===== src/rtl/vending_controller_n_if.sv =====
// Front-end bus: keypad and coin strobes in, coin-reject and change/refund pulses out.
interface vending_controller_n_if #(
    parameter int CREDIT_W = 8
);
    logic                key_valid;
    logic [3:0]          key_code;
    logic                coin_valid;
    logic [CREDIT_W-1:0] coin_value;
    logic                coin_reject;
    logic                change_valid;
    logic [CREDIT_W-1:0] change_amt;

    modport master (
        output key_valid, key_code, coin_valid, coin_value,
        input  coin_reject, change_valid, change_amt
    );
    modport slave (
        input  key_valid, key_code, coin_valid, coin_value,
        output coin_reject, change_valid, change_amt
    );
endinterface


===== src/rtl/vending_controller_n.sv =====
// N-channel vending controller: selection, coin credit, per-item stock, IR-confirmed dispense,
// change/refund pulses and error handling with inactivity and dispense timeouts.
module vending_controller_n #(
    parameter int NUM_ITEMS    = 4,
    parameter int STOCK_W      = 4,
    parameter int INIT_STOCK   = 3,
    parameter int CREDIT_W     = 8,
    parameter int PRICE_BASE   = 10,
    parameter int PRICE_STEP   = 5,
    parameter int SEL_TIMEOUT  = 1000,
    parameter int DISP_TIMEOUT = 500,
    parameter int BEEP_CYCLES  = 20
) (
    input  logic                 clk,
    input  logic                 reset,
    input  logic                 pushbutton,
    input  logic                 IR_Sensor,
    input  logic                 restock,
    vending_controller_n_if.slave bus,
    output logic [6:0]           seven_seg,
    output logic                 red_led,
    output logic [NUM_ITEMS-1:0] green_leds,
    output logic [NUM_ITEMS-1:0] DC_motor,
    output logic                 buzzer
);
    localparam logic [3:0] KEY_CANCEL = 4'hA;
    localparam int         TMR_W      = 16;

    typedef enum logic [2:0] {IDLE, SELECT, PAY, DISPENSE, ERROR} state_t;

    state_t                             state, state_n;
    logic                               pb_q;
    logic [CREDIT_W-1:0]                credit, credit_n, change, change_n;
    logic [CREDIT_W-1:0]                credit_add, chg_amt_n;
    logic [CREDIT_W:0]                  sum;
    logic [3:0]                         sel, sel_n;
    logic [TMR_W-1:0]                   timer, timer_n;
    logic [7:0]                         beep, beep_n;
    logic [NUM_ITEMS-1:0][STOCK_W-1:0]  stock, stock_n;
    logic                               chg_vld_n, pb_edge, cancel, key_ok;

    function automatic logic [CREDIT_W-1:0] price_of(input logic [3:0] s);
        return CREDIT_W'(PRICE_BASE + int'(s) * PRICE_STEP);
    endfunction

    assign pb_edge    = pushbutton & ~pb_q;
    assign cancel     = bus.key_valid && (bus.key_code == KEY_CANCEL);
    assign sum        = {1'b0, credit} + {1'b0, bus.coin_value};
    // Credit saturates at all-ones rather than wrapping.
    assign credit_add = !bus.coin_valid ? credit :
                        sum[CREDIT_W]   ? '1 : sum[CREDIT_W-1:0];

    always_comb begin
        key_ok = 1'b0;
        for (int i = 0; i < NUM_ITEMS; i++)
            if (bus.key_code == 4'(i) && stock[i] != '0) key_ok = 1'b1;
    end

    always_comb begin
        state_n   = state;
        credit_n  = credit;
        change_n  = change;
        sel_n     = sel;
        stock_n   = stock;
        timer_n   = timer + 1'b1;
        beep_n    = (beep != '0) ? beep - 1'b1 : '0;
        chg_vld_n = 1'b0;
        chg_amt_n = bus.change_amt;
        case (state)
            IDLE: begin
                timer_n = '0;
                if (restock)
                    for (int i = 0; i < NUM_ITEMS; i++) stock_n[i] = STOCK_W'(INIT_STOCK);
                if (pb_edge) state_n = SELECT;
            end
            SELECT: begin
                if (bus.key_valid || bus.coin_valid) timer_n = '0;
                if (cancel) state_n = IDLE;
                else if (bus.key_valid && bus.key_code < 4'(NUM_ITEMS)) begin
                    if (key_ok) begin
                        sel_n   = bus.key_code;
                        state_n = PAY;
                    end else beep_n = 8'(BEEP_CYCLES);
                end else if (timer >= TMR_W'(SEL_TIMEOUT)) state_n = IDLE;
            end
            PAY: begin
                credit_n = credit_add;
                if (bus.key_valid || bus.coin_valid) timer_n = '0;
                if (cancel || timer >= TMR_W'(SEL_TIMEOUT)) begin
                    chg_vld_n = 1'b1;
                    chg_amt_n = credit_add;
                    credit_n  = '0;
                    state_n   = IDLE;
                end else if (credit >= price_of(sel)) begin
                    // A coin landing on the transition cycle is kept and folded into the change.
                    change_n = credit_add - price_of(sel);
                    timer_n  = '0;
                    state_n  = DISPENSE;
                end
            end
            DISPENSE: begin
                if (IR_Sensor) begin
                    for (int i = 0; i < NUM_ITEMS; i++)
                        if (sel == 4'(i) && stock[i] != '0) stock_n[i] = stock[i] - 1'b1;
                    chg_vld_n = 1'b1;
                    chg_amt_n = change;
                    credit_n  = '0;
                    state_n   = IDLE;
                end else if (timer >= TMR_W'(DISP_TIMEOUT)) begin
                    chg_vld_n = 1'b1;
                    chg_amt_n = credit;
                    credit_n  = '0;
                    state_n   = ERROR;
                end
            end
            ERROR: begin
                timer_n = '0;
                if (pb_edge) state_n = IDLE;
            end
            default: state_n = IDLE;
        endcase
    end

    always_ff @(posedge clk or negedge reset) begin
        if (!reset) begin
            state            <= IDLE;
            pb_q             <= 1'b0;
            credit           <= '0;
            change           <= '0;
            sel              <= '0;
            timer            <= '0;
            beep             <= '0;
            for (int i = 0; i < NUM_ITEMS; i++) stock[i] <= STOCK_W'(INIT_STOCK);
            bus.coin_reject  <= 1'b0;
            bus.change_valid <= 1'b0;
            bus.change_amt   <= '0;
        end else begin
            state            <= state_n;
            pb_q             <= pushbutton;
            credit           <= credit_n;
            change           <= change_n;
            sel              <= sel_n;
            timer            <= timer_n;
            beep             <= beep_n;
            stock            <= stock_n;
            bus.coin_reject  <= bus.coin_valid && (state != PAY);
            bus.change_valid <= chg_vld_n;
            bus.change_amt   <= chg_amt_n;
        end
    end

    always_comb begin
        for (int i = 0; i < NUM_ITEMS; i++) begin
            green_leds[i] = (stock[i] != '0);
            DC_motor[i]   = (state == DISPENSE) && (sel == 4'(i));
        end
    end

    assign red_led = (state == ERROR);
    assign buzzer  = (state == ERROR) || (beep != '0);

    always_comb begin
        seven_seg = 7'h00;
        case (state)
            SELECT: seven_seg = 7'h40;
            ERROR:  seven_seg = 7'h79;
            PAY, DISPENSE:
                case (sel)
                    4'd0: seven_seg = 7'h3F;
                    4'd1: seven_seg = 7'h06;
                    4'd2: seven_seg = 7'h5B;
                    4'd3: seven_seg = 7'h4F;
                    4'd4: seven_seg = 7'h66;
                    4'd5: seven_seg = 7'h6D;
                    4'd6: seven_seg = 7'h7D;
                    4'd7: seven_seg = 7'h07;
                    4'd8: seven_seg = 7'h7F;
                    4'd9: seven_seg = 7'h6F;
                    default: seven_seg = 7'h00;
                endcase
            default: seven_seg = 7'h00;
        endcase
    end
endmodule


===== src/flat_wrapper.sv =====
// flat-port wrapper written by rule: the top's interface ports become plain ports
module vending_controller_n_flat 
#(
    parameter int NUM_ITEMS    = 4,
    parameter int STOCK_W      = 4,
    parameter int INIT_STOCK   = 3,
    parameter int CREDIT_W     = 8,
    parameter int PRICE_BASE   = 10,
    parameter int PRICE_STEP   = 5,
    parameter int SEL_TIMEOUT  = 1000,
    parameter int DISP_TIMEOUT = 500,
    parameter int BEEP_CYCLES  = 20
)
  (clk, reset, pushbutton, IR_Sensor, restock, seven_seg, red_led, green_leds, DC_motor, buzzer, bus_key_valid, bus_key_code, bus_coin_valid, bus_coin_value, bus_coin_reject, bus_change_valid, bus_change_amt);
  vending_controller_n_if #(.CREDIT_W(CREDIT_W)) bus_i ();
  input  logic clk;
  input  logic reset;
  input  logic pushbutton;
  input  logic IR_Sensor;
  input  logic restock;
  output logic [6:0] seven_seg;
  output logic red_led;
  output logic [NUM_ITEMS-1:0] green_leds;
  output logic [NUM_ITEMS-1:0] DC_motor;
  output logic buzzer;
  input wire logic [$bits(bus_i.key_valid)-1:0] bus_key_valid;
  input wire logic [$bits(bus_i.key_code)-1:0] bus_key_code;
  input wire logic [$bits(bus_i.coin_valid)-1:0] bus_coin_valid;
  input wire logic [$bits(bus_i.coin_value)-1:0] bus_coin_value;
  output wire logic [$bits(bus_i.coin_reject)-1:0] bus_coin_reject;
  output wire logic [$bits(bus_i.change_valid)-1:0] bus_change_valid;
  output wire logic [$bits(bus_i.change_amt)-1:0] bus_change_amt;
  assign bus_i.key_valid = bus_key_valid;
  assign bus_i.key_code = bus_key_code;
  assign bus_i.coin_valid = bus_coin_valid;
  assign bus_i.coin_value = bus_coin_value;
  assign bus_coin_reject = bus_i.coin_reject;
  assign bus_change_valid = bus_i.change_valid;
  assign bus_change_amt = bus_i.change_amt;
  vending_controller_n #(.NUM_ITEMS(NUM_ITEMS), .STOCK_W(STOCK_W), .INIT_STOCK(INIT_STOCK), .CREDIT_W(CREDIT_W), .PRICE_BASE(PRICE_BASE), .PRICE_STEP(PRICE_STEP), .SEL_TIMEOUT(SEL_TIMEOUT), .DISP_TIMEOUT(DISP_TIMEOUT), .BEEP_CYCLES(BEEP_CYCLES)) u_core (.clk(clk), .reset(reset), .pushbutton(pushbutton), .IR_Sensor(IR_Sensor), .restock(restock), .bus(bus_i), .seven_seg(seven_seg), .red_led(red_led), .green_leds(green_leds), .DC_motor(DC_motor), .buzzer(buzzer));
endmodule

===== config.mk =====
export PLATFORM = sky130hd
export DESIGN_NAME = vending_controller_n_flat
export DESIGN_NICKNAME = d
export VERILOG_FILES = /design/src/rtl/vending_controller_n_if.sv /design/src/rtl/vending_controller_n.sv /design/src/flat_wrapper.sv
export SDC_FILE = /design/constraint.sdc
export NUM_CORES = 1
export LEC_CHECK = 0
export CAP_MARGIN = 20
export CORE_ASPECT_RATIO = 1.1
export CORE_MARGIN = 5
export CORE_UTILIZATION = 55
export CTS_CLUSTER_SIZE = 28
export DETAILED_ROUTE_END_ITERATION = 7
export GPL_ROUTABILITY_DRIVEN = 0
export PLACE_DENSITY = 0.74
export SLEW_MARGIN = 10
export SYNTH_ARGS = -nofsm -noshare
export SYNTH_HDL_FRONTEND = slang
export SYNTH_SLANG_ARGS = --single-unit

===== constraint.sdc =====
create_clock -name clk -period 3.9 [get_ports clk]
set_input_delay 0.78 -clock clk [delete_from_list [all_inputs] [get_ports clk]]
set_output_delay 0.78 -clock clk [all_outputs]
set_load 0.02 [all_outputs]

# Word level (Yosys, flattened, before mapping)
# Memories as Yosys holds them, arrays and structs flattened.
# Cells that the tools add are included.
# W data, S select, Z words.
# word_totals
mem_count	1
word_cells	143
rom_bits	112
input_bits	19
register_bits	74
output_inout_bits	27
# mem_list
name	words	word_bits	read_ports	rd_ports_with_merged_regs	write_ports	line_no	text
(no name shown)	16	7	1	0	0	vending_controller_n.sv:168	case (sel)
# op_classes
order_cmp	4
n_reduce_logical	39
mul	1
addsub	9
bitwise_logic	4
muxes	46
eq_ne	25
# op_table
op	n
$mux W8	13
$mux W16	5
$pmux W16 S3	1
$pmux W16 S2	1
$pmux W8 S2	2
$mux W3	10
$pmux W7 S3	1
$reduce_and A4 Y1	5
$add A16 B1 Y16 const B	1
$eq A4 B2 Y1 const B	4
$ge A16 B10 Y1 const B	1
$ge A16 B9 Y1 const B	1
$mux W4	4
$reduce_bool A4 Y1	4
$sub A4 B1 Y4 const B	4
$logic_and A1 B1 Y1	15
$pmux W3 S5	1
$ne A2 B1 Y1 const B	7
$add A8 B8 Y9	1
$add A5 B8 Y8 const A	1
$eq A4 B1 Y1 const B	2
$ge A8 B8 Y1	1
$logic_not A4 Y1	2
$reduce_bool A8 Y1	1
other kinds (24)	40

# Logic depth before layout (Yosys ltp)
# Gate-level depths: netlist of the first run.
# logic_depth
depth_word	10
ltp_mapped	16

# Worst setup path after synthesis of the first run
# OpenSTA, ideal clock, no wires.
# synth_timing
path_kind	input -> register
start	input bus_coin_value[0]
end	register u_core.change[7]
required_ps	3776
t_arrival_ps	3439
setup_slack_ps	337
cell_stages	15
setup_time_ps	124
path_cell_list	ha_1 > inv_1 > fa_1 > nor2b_1 > o31a_1 > o21ai_1 > a21oi_1 > ha_1 > nor2b_1 > o21a_1 > o21ai_0 > a21oi_1 > o22ai_1 > a211oi_1 > a211o_1
# synth_between
elab_chain_cells	4
# synth_lines
item	line_no	text
from (decl)	flat_wrapper.sv:29	input wire logic [$bits(bus_i.coin_value)-1:0] bus_coin_value;
$add A8 B8 Y9	vending_controller_n.sv:48	assign sum = {1'b0, credit} + {1'b0, bus.coin_value};
$mux W8	vending_controller_n.sv:51	sum[CREDIT_W] ? '1 : sum[CREDIT_W-1:0];
$mux W8	vending_controller_n.sv:50	assign credit_add = !bus.coin_valid ? credit :
$sub A8 B8 Y8	vending_controller_n.sv:96	change_n = credit_add - price_of(sel);
to (signal assigned)	vending_controller_n.sv:141	change <= change_n;
to (decl)	vending_controller_n.sv:33	logic [CREDIT_W-1:0] credit, credit_n, change, change_n;
# No other way between the ends.
# A chain may end at the register's enable or synchronous reset.

# Final worst setup path of the first run
# layout_timing
start	input bus_coin_value[0]
end	register u_core.change[6]
# Same word-level chain as after synthesis.

==> results of run 1 <==
cell usage in the layout, fill, tap and decap left out, types with 4 or more instances in the layout:
master and count:
a211oi_1 5, a21oi_1 23, a22o_1 5, a31oi_1 7, and3_1 6, buf_4 29
clkbuf_8 9, clkdlybuf4s50_1 44, dfrtp_1 66, dfstp_2 8, ha_1 45, inv_1 34
mux2_2 11, mux2i_1 6, nand2_1 60, nand2b_1 7, nand3_1 8, nand4_1 4
nor2_1 71, nor2b_1 7, nor3_1 16, o21a_1 4, o21ai_0 33, o21ai_1 4
o22ai_1 4, o31ai_1 5, xnor2_1 19, xor2_1 25
sequential cells by signal, summed over array words and instances, names as in the netlist:
signal                   flops
u_core.stock                16
u_core.timer                16
u_core.beep                  8
u_core.bus.change_amt        8
u_core.change                8
u_core.credit                8
u_core.sel                   4
u_core.state                 3
u_core.bus.change_valid      1
u_core.bus.coin_reject       1
u_core.pb_q                  1
worst register-to-register path: cells and delay by family, from the launching register on:
family	cells	cell delay [ps]
compound gates	5	1260
xor+xnor	1	350
fa+ha+maj	4	1140
buf+inv	1	50
flops	1	560
simple gates	1	120
area by class of cell:
type | count | area share (%)
tap | 114 | 2.37
timing repair buffer | 74 | 11.0
clock buffer | 10 | 2.12
sequential | 74 | 30.9
clock inverter | 6 | 1.91
multi-input combinational | 432 | 49.5
inverter | 34 | 2.12
timing repair:
action | CTS | global route
hold endpoints to repair | 0 | 0
setup endpoints to repair | 0 | 18
gates resized for setup | 0 | 4
buffers inserted | 0 | 0
metal layers:
| metal | wire, um | up-vias | share of wire, % |
|---|---|---|---|
| met5 | 0 | - | 0 |
| met4 | 192 | 0 | 1.6 |
| met3 | 537 | 16 | 4.6 |
| met2 | 5750 | 92 | 49 |
| met1 | 5320 | 2040 | 45 |
| li1 | - | 2071 | - |
metrics by stage:
stage               total power, W  worst slack, ps  util [%]
floorplan                  0.00268              337         -
global placement           0.00340             -141      64.8
detailed placement         0.00349             -224      64.8
CTS                        0.00424              138      67.6
global route               0.00459             18.2      67.8
finish                     0.00426              268      67.8
kinds of logic (layout without fill, tap and decap cells):
group / count (synthesis) / in the layout / share of synthesized area, %
AOI/OAI and AO/OA: 115 / 115 / 14.9
xor gates and xnor gates: 44 / 44 / 7.69
adders and majority gates: 48 / 48 / 12.4
buffers and inverters: 49 / 124 / 3.77
DFF: 74 / 74 / 37.2
muxes: 18 / 18 / 4.12
and+or+nand+nor: 207 / 207 / 19.9
worst paths after layout:
kind                                   start                to  cells after the start
min                           u_core.beep[0]    u_core.beep[0]                      1
max                        bus_coin_value[0]  u_core.change[6]                     17
min reg2reg                   u_core.beep[0]    u_core.beep[0]                      1
max in group asynchronous              reset   u_core.state[0]                      2
min in group asynchronous              reset    u_core.beep[6]                      2
max reg2reg                    u_core.sel[2]   u_core.timer[2]                     12
power by group:
| group | leakage, nW | switching, W | internal [W] |
|---|---|---|---|
| clock network | 0.117 | 0.000307 | 0.000429 |
| registers | 0.951 | 0.000199 | 0.000951 |
| logic | 1.68 | 0.00127 | 0.00110 |
==> flow_metrics.py, run 1 <==
metrics = {
    "worst_setup_path": {
        "path_max_fanout": 5,
        "path_buf_inv": 3,
        "crit_family": "compound AO/OA/AOI/OAI gates",
        "cp.required_ps": 4130,
        "path_cells": "clkdlybuf4s50_1, ha_1, inv_1, fa_1, nor2b_1, o31a_1, o21ai_1, buf_4, a21oi_2, ha_1, nor2b_1, o21ai_0, nand2b_1, a31oi_1, xnor2_1, xnor2_1, o21ai_0",
        "end_kind": "flop",
        "critPathMaxStageDelay_ps": 460,
        "r2r_slack_ps": 310,
        "arrival_ps": 3860,
        "path_class": "input port to flop",
        "critPathSlowestCell": "clkdlybuf4s50_1",
        "start_kind": "input port",
    },
    "route": {
        "drt_iter0_markers": 198,
        "vias": 4219,
        "wl_um": 11800,
        "ant_nets": 0,
        "wl_per_cell_um": 15.9,
        "dr.pass1.iters": 4,
        "avgViaCountPerCell": 5.67,
        "drcViolationCount": 0,
    },
    "timing": {
        "drv_slew": 0,
        "worstMarginPinSlew_ps": 952,
        "rsz0062_at_grt": "false",
        "min_period_ps": 3630,
        "max_clock_freq_mhz": 275,
        "final.setup.tns_ps": 0,
        "report.final.hold_viol_count": 0,
        "max_slew_margin_pct": 36.5,
        "setup_viol": 0,
        "fin_hold_ws_ps": 484,
        "fin_crit_sh_pct": 93.1,
        "finClkSkew_ps": 16.0,
    },
    "clocking": {
        "cts_hold_buf": 0,
        "cts_buffers": 9,
        "cts.clk_slew.worst_paths_ps": 80,
        "clock-sinks": 74,
        "ctsHtreeMaxLevel": 3,
        "cts_root_buf": "clkbuf_8",
        "clock_latency_ps": 360,
        "cts_tree": "done",
        "clk_path_buf_depth": 2,
    },
    "global_routing": {
        "antenna_found_initial": 0,
        "grt_overflow_total": 0,
        "grt_max_degree": 75,
        "grtUsageMet1_pct": 28.7,
        "top_usage_layer": "met2",
        "use_met2_pct": 38.7,
        "grt_pass1_vias": 4218,
        "grt_pass1_wl_um": 19700,
        "grtUsageMet3_pct": 3.78,
        "track_usage_pct": 22.2,
    },
    "logic_synthesis": {
        "synth_cells": 555,
        "synth_most_common_cell": "nor2_1",
        "synth_area_leaders": "dfrtp_1, ha_1, nor2_1, nand2_1, xor2_1",
        "synth_cell_types": 64,
        "yosysTopAreaCell": "dfrtp_1",
        "synth_edf_count": 0,
        "synthesis.area_sq_mm": 0.00501,
        "seq_area_frac_synth_pct": 37.2,
        "syn_nets": 622,
        "yosys_warnings": 0,
        "ys_async_sr_fraction_pct": 100,
        "synth-seq-cells": 74,
        "synthTopCellsByCount": "nor2_1, dfrtp_1, nand2_1, ha_1",
        "syn_area_per_cell_sq_um": 9.03,
        "post-synth-top-area-fraction_pct": 33.0,
        "synthFlopType": "dfrtp_1",
    },
    "finish": {
        "layout.cells.non_filler": 744,
        "area_growth_syn_to_layout_pct": 20.1,
        "nets": 692,
        "antenna_cells": 0,
        "stdcell_area_sq_mm": 0.00602,
        "drive_gt1_share_pct": 12.5,
        "seq_area_sq_mm": 0.00186,
        "fillers": 715,
        "multiInputGateArea_sq_mm": 0.00298,
    },
    "floorplan": {
        "ioPinCount": 46,
        "dieHeight_um": 110,
        "fp.dieW_um": 101,
        "rows": 36,
        "dieArea_sq_mm": 0.0111,
        "core-area_sq_mm": 0.00887,
        "start_util_pct": 56.5,
    },
    "placed_design": {
        "placed_area_sq_mm": 0.00575,
        "dp_cells": 728,
        "io_buffers": 45,
        "dp_hpwl_um": 8960,
    },
    "power_and_ir_drop": {
        "ir_drop_mv": 0.490,
        "cellPowerDensity_mw_per_mm2": 708,
        "power.leakage_nw": 2.75,
    },
    "status": {
        "status": "finished, final reports clean",
    },
    "job": {
        "maxCapViolations": 0,
    },
    "min_path": {
        "hold_path.class": "flop to flop",
    },
}
Note: power is estimated with default switching activity, not from simulation.
==> inputs of run 2 (changes only) <==
--- a/constraint.sdc
+++ b/constraint.sdc
@@ -3,2 +3,2 @@
 set_output_delay 0.78 -clock clk [all_outputs]
-set_load 0.02 [all_outputs]
+set_load 0.01 [all_outputs]
==> results of run 2 <==
The final DEF is identical to that of run 1. Status: finished, final reports clean.
Main changes from that run: total power 0.00426 W -> 0.00421 W
